`config.mk`:
```
export PLATFORM = sky130hd
export DESIGN_NAME = sim_uart_host_rx
export DESIGN_NICKNAME = d
export VERILOG_FILES = /design/src/rtl/sim_uart_host_rx.sv
export SDC_FILE = /design/constraint.sdc
export NUM_CORES = 1
export LEC_CHECK = 0
export ABC_CLOCK_PERIOD_IN_PS = 2500
export CORE_AREA = 4 4 91 93
export CTS_CLUSTER_SIZE = 10
export DETAILED_ROUTE_END_ITERATION = 10
export DIE_AREA = 0 0 95 97
export PLACE_DENSITY = 0.77
export SYNTH_ARGS = -nofsm -noshare
export SYNTH_HDL_FRONTEND = slang
export SYNTH_SLANG_ARGS = --single-unit
export TNS_END_PERCENT = 5
```
`constraint.sdc`:
```
create_clock -name clk -period 2.5 [get_ports clk]
set_input_delay 0.625 -clock clk [delete_from_list [all_inputs] [get_ports clk]]
set_output_delay 0.625 -clock clk [all_outputs]
set_load 0.05 [all_outputs]
```
`src/rtl/sim_uart_host_rx.sv`:
```
// Host-side UART receiver (8N1/8E1/8O1) feeding a first-word-fall-through byte FIFO.
// A byte is pushed on the stop-bit mid-sample edge; a full FIFO drops it and pulses overrun unless popped that cycle.
module sim_uart_host_rx #(
    parameter int SYS_CLK_FREQ   = 100000000,
    parameter int BAUD_RATE      = 115200,
    parameter int PARITY_MODE    = 0,
    parameter int FIFO_ADDR_BITS = 3
) (
    input  logic       clk,
    input  logic       rst,
    input  logic       rx,
    input  logic       rd_en,
    output logic [7:0] rd_data,
    output logic       empty,
    output logic       full,
    output logic       parity_err,
    output logic       frame_err,
    output logic       overrun
);

    localparam int DIV_RAW = SYS_CLK_FREQ / (BAUD_RATE * 16);
    localparam int DIV     = (DIV_RAW < 1) ? 1 : DIV_RAW;
    localparam int TCW     = (DIV > 1) ? $clog2(DIV) : 1;
    localparam int DEPTH   = 1 << FIFO_ADDR_BITS;
    localparam int CNTW    = FIFO_ADDR_BITS + 1;

    typedef enum logic [2:0] {
        S_IDLE, S_START, S_DATA, S_PARITY, S_STOP, S_WAIT_HIGH
    } state_t;

    state_t                    r_state;
    state_t                    w_next;
    logic                      r_sync1, r_sync2;
    logic [TCW-1:0]            r_tcnt;
    logic [3:0]                r_s;
    logic [2:0]                r_bit;
    logic [7:0]                r_shift;
    logic                      r_par;
    logic                      r_parity_err, r_frame_err, r_overrun;
    logic [7:0]                r_mem [DEPTH];
    logic [FIFO_ADDR_BITS-1:0] r_wptr, r_rptr;
    logic [CNTW-1:0]           r_count;

    logic w_rxs, w_tick, w_par_xor, w_par_ok;
    logic w_start, w_mid_start, w_sample, w_par_sample, w_resolve;
    logic w_empty, w_full, w_push_req, w_wr, w_rd, w_ovr;

    assign w_rxs     = r_sync2;
    assign w_tick    = (r_tcnt == TCW'(DIV - 1));
    assign w_par_xor = ^{r_shift, r_par};
    assign w_par_ok  = (PARITY_MODE == 1) ? w_par_xor :
                       (PARITY_MODE == 2) ? ~w_par_xor : 1'b1;

    always_ff @(posedge clk or posedge rst) begin
        if (rst) begin
            r_sync1 <= 1'b1;
            r_sync2 <= 1'b1;
        end else begin
            r_sync1 <= rx;
            r_sync2 <= r_sync1;
        end
    end

    always_ff @(posedge clk or posedge rst) begin
        if (rst) r_state <= S_IDLE;
        else     r_state <= w_next;
    end

    always_comb begin
        w_next = r_state;
        case (r_state)
            S_IDLE:      if (!w_rxs) w_next = S_START;
            S_START:     if (w_tick && r_s == 4'd7) w_next = w_rxs ? S_IDLE : S_DATA;
            S_DATA:      if (w_tick && r_s == 4'd15 && r_bit == 3'd7)
                             w_next = (PARITY_MODE != 0) ? S_PARITY : S_STOP;
            S_PARITY:    if (w_tick && r_s == 4'd15) w_next = S_STOP;
            S_STOP:      if (w_tick && r_s == 4'd15) w_next = w_rxs ? S_IDLE : S_WAIT_HIGH;
            S_WAIT_HIGH: if (w_rxs) w_next = S_IDLE;
            default:     w_next = S_IDLE;
        endcase
    end

    always_comb begin
        w_start      = 1'b0;
        w_mid_start  = 1'b0;
        w_sample     = 1'b0;
        w_par_sample = 1'b0;
        w_resolve    = 1'b0;
        case (r_state)
            S_IDLE:   w_start      = ~w_rxs;
            S_START:  w_mid_start  = w_tick && (r_s == 4'd7);
            S_DATA:   w_sample     = w_tick && (r_s == 4'd15);
            S_PARITY: w_par_sample = w_tick && (r_s == 4'd15);
            S_STOP:   w_resolve    = w_tick && (r_s == 4'd15);
            default:  ;
        endcase
    end

    // Sample counter wraps 15->0 on its own, so each bit period restarts at s=0.
    always_ff @(posedge clk or posedge rst) begin
        if (rst) begin
            r_tcnt  <= '0;
            r_s     <= '0;
            r_bit   <= '0;
            r_shift <= '0;
            r_par   <= 1'b0;
        end else begin
            if (w_start || w_tick) r_tcnt <= '0;
            else                   r_tcnt <= r_tcnt + TCW'(1);
            if (w_start || w_mid_start) r_s <= '0;
            else if (w_tick)            r_s <= r_s + 4'd1;
            if (w_mid_start)   r_bit <= '0;
            else if (w_sample) r_bit <= r_bit + 3'd1;
            if (w_sample)     r_shift <= {w_rxs, r_shift[7:1]};
            if (w_par_sample) r_par   <= w_rxs;
        end
    end

    assign w_empty    = (r_count == '0);
    assign w_full     = (r_count == CNTW'(DEPTH));
    assign w_push_req = w_resolve & w_rxs & w_par_ok;
    assign w_rd       = rd_en & ~w_empty;
    assign w_wr       = w_push_req & (~w_full | w_rd);
    assign w_ovr      = w_push_req & w_full & ~w_rd;

    always_ff @(posedge clk or posedge rst) begin
        if (rst) begin
            r_wptr       <= '0;
            r_rptr       <= '0;
            r_count      <= '0;
            r_parity_err <= 1'b0;
            r_frame_err  <= 1'b0;
            r_overrun    <= 1'b0;
        end else begin
            if (w_wr) r_wptr <= r_wptr + FIFO_ADDR_BITS'(1);
            if (w_rd) r_rptr <= r_rptr + FIFO_ADDR_BITS'(1);
            case ({w_wr, w_rd})
                2'b10:   r_count <= r_count + CNTW'(1);
                2'b01:   r_count <= r_count - CNTW'(1);
                default: r_count <= r_count;
            endcase
            r_parity_err <= w_resolve & ~w_par_ok;
            r_frame_err  <= w_resolve & ~w_rxs;
            r_overrun    <= w_ovr;
        end
    end

    always_ff @(posedge clk) begin
        if (w_wr) r_mem[r_wptr] <= r_shift;
    end

    assign rd_data    = w_empty ? 8'h00 : r_mem[r_rptr];
    assign empty      = w_empty;
    assign full       = w_full;
    assign parity_err = r_parity_err;
    assign frame_err  = r_frame_err;
    assign overrun    = r_overrun;

endmodule

```
==> summary.txt <==
Timing
  – Final period util: 0.997
  – RSZ-0062 raised after global routing: true
  – Final hold vios: 0
  – Final Max Tran Viols: 0
  – # setup viols final: 0
  – Fin Hold WS: 0.357 ns
  – Clock skew: 0.0162 ns
  – Fmax: 0.401 GHz
  – Final worst path period need: 2.49 ns

Synthesis
  – EDFF count, synth: 64
  – Register bit total from synthesis: 102
  – Top cell type's share of synthesized area: 0.441
  – Synth warnings: 0
  – Synthesized area: 4360 sq um
  – Post-Syn Nets: 294
  – Ys async rst share: 0.373
  – Syn Inst Count: 282
  – Dominant cells by area after synthesis: edfxtp_1 (44%), dfrtp_1 (21%), mux4_2 (8.3%)
  – Primary FF master, synth: edfxtp_1
  – Sequential area share after synthesis: 0.660
  – Cell taking the most area after synthesis: edfxtp_1
  – Synth unique cells: 46
  – Synthesized area per cell: between 15 and 20 sq um

Critical path
  – CP Class: flip-flop to primary output
  – Critical path peak fanout: 8
  – Critical path cell sequence: clkbuf_16 > mux4_2 > mux2i_1 > nor2_1 > buf_6
  – Slowest stage cell, crit path: mux4_2
  – Setup crit end kind: primary output
  – Worst Setup SP: r_rptr[0]
  – Buffers plus inverters on the worst setup path: 2
  – CP arrival: about 1.9 ns
  – Worst Setup Start Kind: flip-flop
  – CP required: around 1.9 ns
  – Delay-heaviest family, CP: multiplexers
  – Slowest cell delay on critical path: 0.52 ns
  – Critical R2R Launch: r_sync2

Route
  – Metal3 WL: 200 microns
  – Met2 WL: about 3.6 mm
  – Drt drc: 0
  – Via-to-Cell Ratio: 5.54
  – Final ANT Viol Nets: 0
  – Vias post-DR: 2345
  – Initial DRC Count: 111
  – Top Metal Used: met4
  – M1 WL: 3.14 mm
  – Final WL: 7.10 mm
  – First-pass DRT Iterations: 4
  – Avg WL per Cell: 16.8 microns

Cells and area
  – Commonest non-fill, non-tap cell in the layout: edfxtp_1
  – ANT cells: 0
  – P&R area growth vs syn: 13.8%
  – Share of cells above drive strength 1: 0.227
  – Fill cell count: between 500 and 600
  – Layout Utilization: 0.659
  – Layout Nets: 328
  – Most frequent cells in the layout: edfxtp_1 (64), nor2_1 (34), dfrtp_1 (34)

Die
  – Ports: 17
  – Starting density of the core: 0.579
  – Die height: just under 100 microns
  – Die width: between 90 and 100 microns
  – Die ar.: 9220 sq um
  – Core Footprint: 7530 sq um
  – Cell Rows: 32

CTS
  – Clk pin slew, worst setup/hold paths: roughly 0.10 ns
  – Clk sinks: 102
  – Worst-Skew Late Latency: 0.37 ns
  – Clock Tree Root: clkbuf_8
  – H-tree levels: 3
  – CTS tree: built
  – Clock Path Buffers: 2
  – Total CTS buffers: 9
  – Hold_buf cts: 0

Hold path
  – Min-delay worst type: flip-flop to flip-flop
  – Hold path start: r_sync1

Global route
  – Largest net degree at the start of global routing: 39
  – Gr usage total: 0.171
  – Initial antenna violation count: 0
  – Gr ovfl total: 0
  – Global-route wire length before repair: 11.9 mm
  – Vias in the first global route: 2391

Power and ir drop
  – Power after layout: about 0.0045 W
  – P_leak: about 1.9 nW
  – PwrDens: slightly above 900 nW/um^2
  – Peak VDD IR: ~0.47 mV

Status
  – Status: complete, no violations

Flow run
  – MaxCap Viol Count: 0

Placed design
  – Hpwl dp: 4.86 mm
  – Number of port buffers: 15
  – GP Congestion: 0.732
final timing paths:
| check | endpoint | slack, ns | depth (start not counted) |
|---|---|---|---|
| setup / recovery | rd_data[3] | 0.007 | 5 |
| hold / removal | r_sync2 | 0.36 | 0 |
| setup reg to reg | r_mem[4][3] | 0.17 | 5 |
| hold reg to reg | r_sync2 | 0.36 | 0 |
| max in group asynchronous | r_sync1 | 1.47 | 3 |
| min in group asynchronous | r_count[1] | 0.66 | 3 |
logic make-up (layout without fill, tap and decap cells):
| kind of cell | Yosys count | count (layout) | synth area share |
|---|---|---|---|
| simple gates | 93 | 93 | 0.120 |
| flops | 102 | 102 | 0.660 |
| compound gates | 11 | 11 | 0.0152 |
| fa+ha+maj | 8 | 8 | 0.0230 |
| other cells | 1 | 1 | 0.000861 |
| buf+inv | 16 | 55 | 0.0181 |
| xor+xnor | 14 | 14 | 0.0282 |
| mux | 37 | 37 | 0.134 |
metal layers:
layer  vias up  GRT usage
met5         -          0
met4         0     0.0599
met3        11     0.0373
met2        32      0.277
met1      1187      0.227
li1       1115          -
state kept, by name (all words and copies together) (netlist names):
| signal | cells |
|---|---|
| r_state | 3 |
| overrun | 1 |
| r_wptr | 3 |
| r_count | 4 |
| r_rptr | 3 |
| r_sync1 | 1 |
| r_tcnt | 6 |
| r_shift | 8 |
| r_sync2 | 1 |
| frame_err | 1 |
| r_s | 4 |
| r_bit | 3 |
| r_mem | 64 |
through the flow:
step           worst slack (ns)  TNS [ns]  cells  instance area, sq um
2_1_floorplan            -0.118     -1.04    282                  4360
3_3_place_gp             0.0877         0    405                  4700
3_5_place_dp           -0.00170   -0.0118    405                  4700
4_1_cts                 -0.0435   -0.0892    422                  4930
5_1_grt                 -0.0865    -0.432    423                  4960
6_report                0.00664         0    423                  4960
cell usage after synthesis, drive strengths merged (2+ instances only):
cell,n
nor2,34
or3,2
or3b,2
nand4,3
xnor2,7
o21ai,2
edfxtp,64
and3b,2
clkbuf,4
dfrtp,36
dfstp,2
mux4,16
nand2b,4
and2,2
and3,3
nor3,8
nand3b,4
ha,8
a21oi,6
nor4,3
buf,8
inv,4
mux2i,10
mux2,11
nand2,14
nand3,5
xor2,7
layout make-up:
class                           instances  area [sq um]  area share
Inverter                                4          15.0     0.00303
Clock inverter                          7          65.1      0.0131
Multi-Input combinational cell        164          1400       0.283
Clock buffer                            9           124      0.0250
Timing Repair Buffer                   35           348      0.0701
Sequential cell                       102          2880       0.580
Tap cell                              102           128      0.0257
power breakdown:
group | switching (W) | internal [W]
Clock | 0.000598 | 0.000384
Combinational | 0.000803 | 0.000752
Sequential | 0.000166 | 0.00183
Total | 0.00157 | 0.00297
timing repair:
action                                  in CTS  in global routing
endpoints found under the setup margin       8                  8
hold endpoints to repair                     0                  0
resized for setup                            9                  1
buffers inserted                             1                  0
gates cloned                                 0                  1
(Power assumes the default switching activity.)
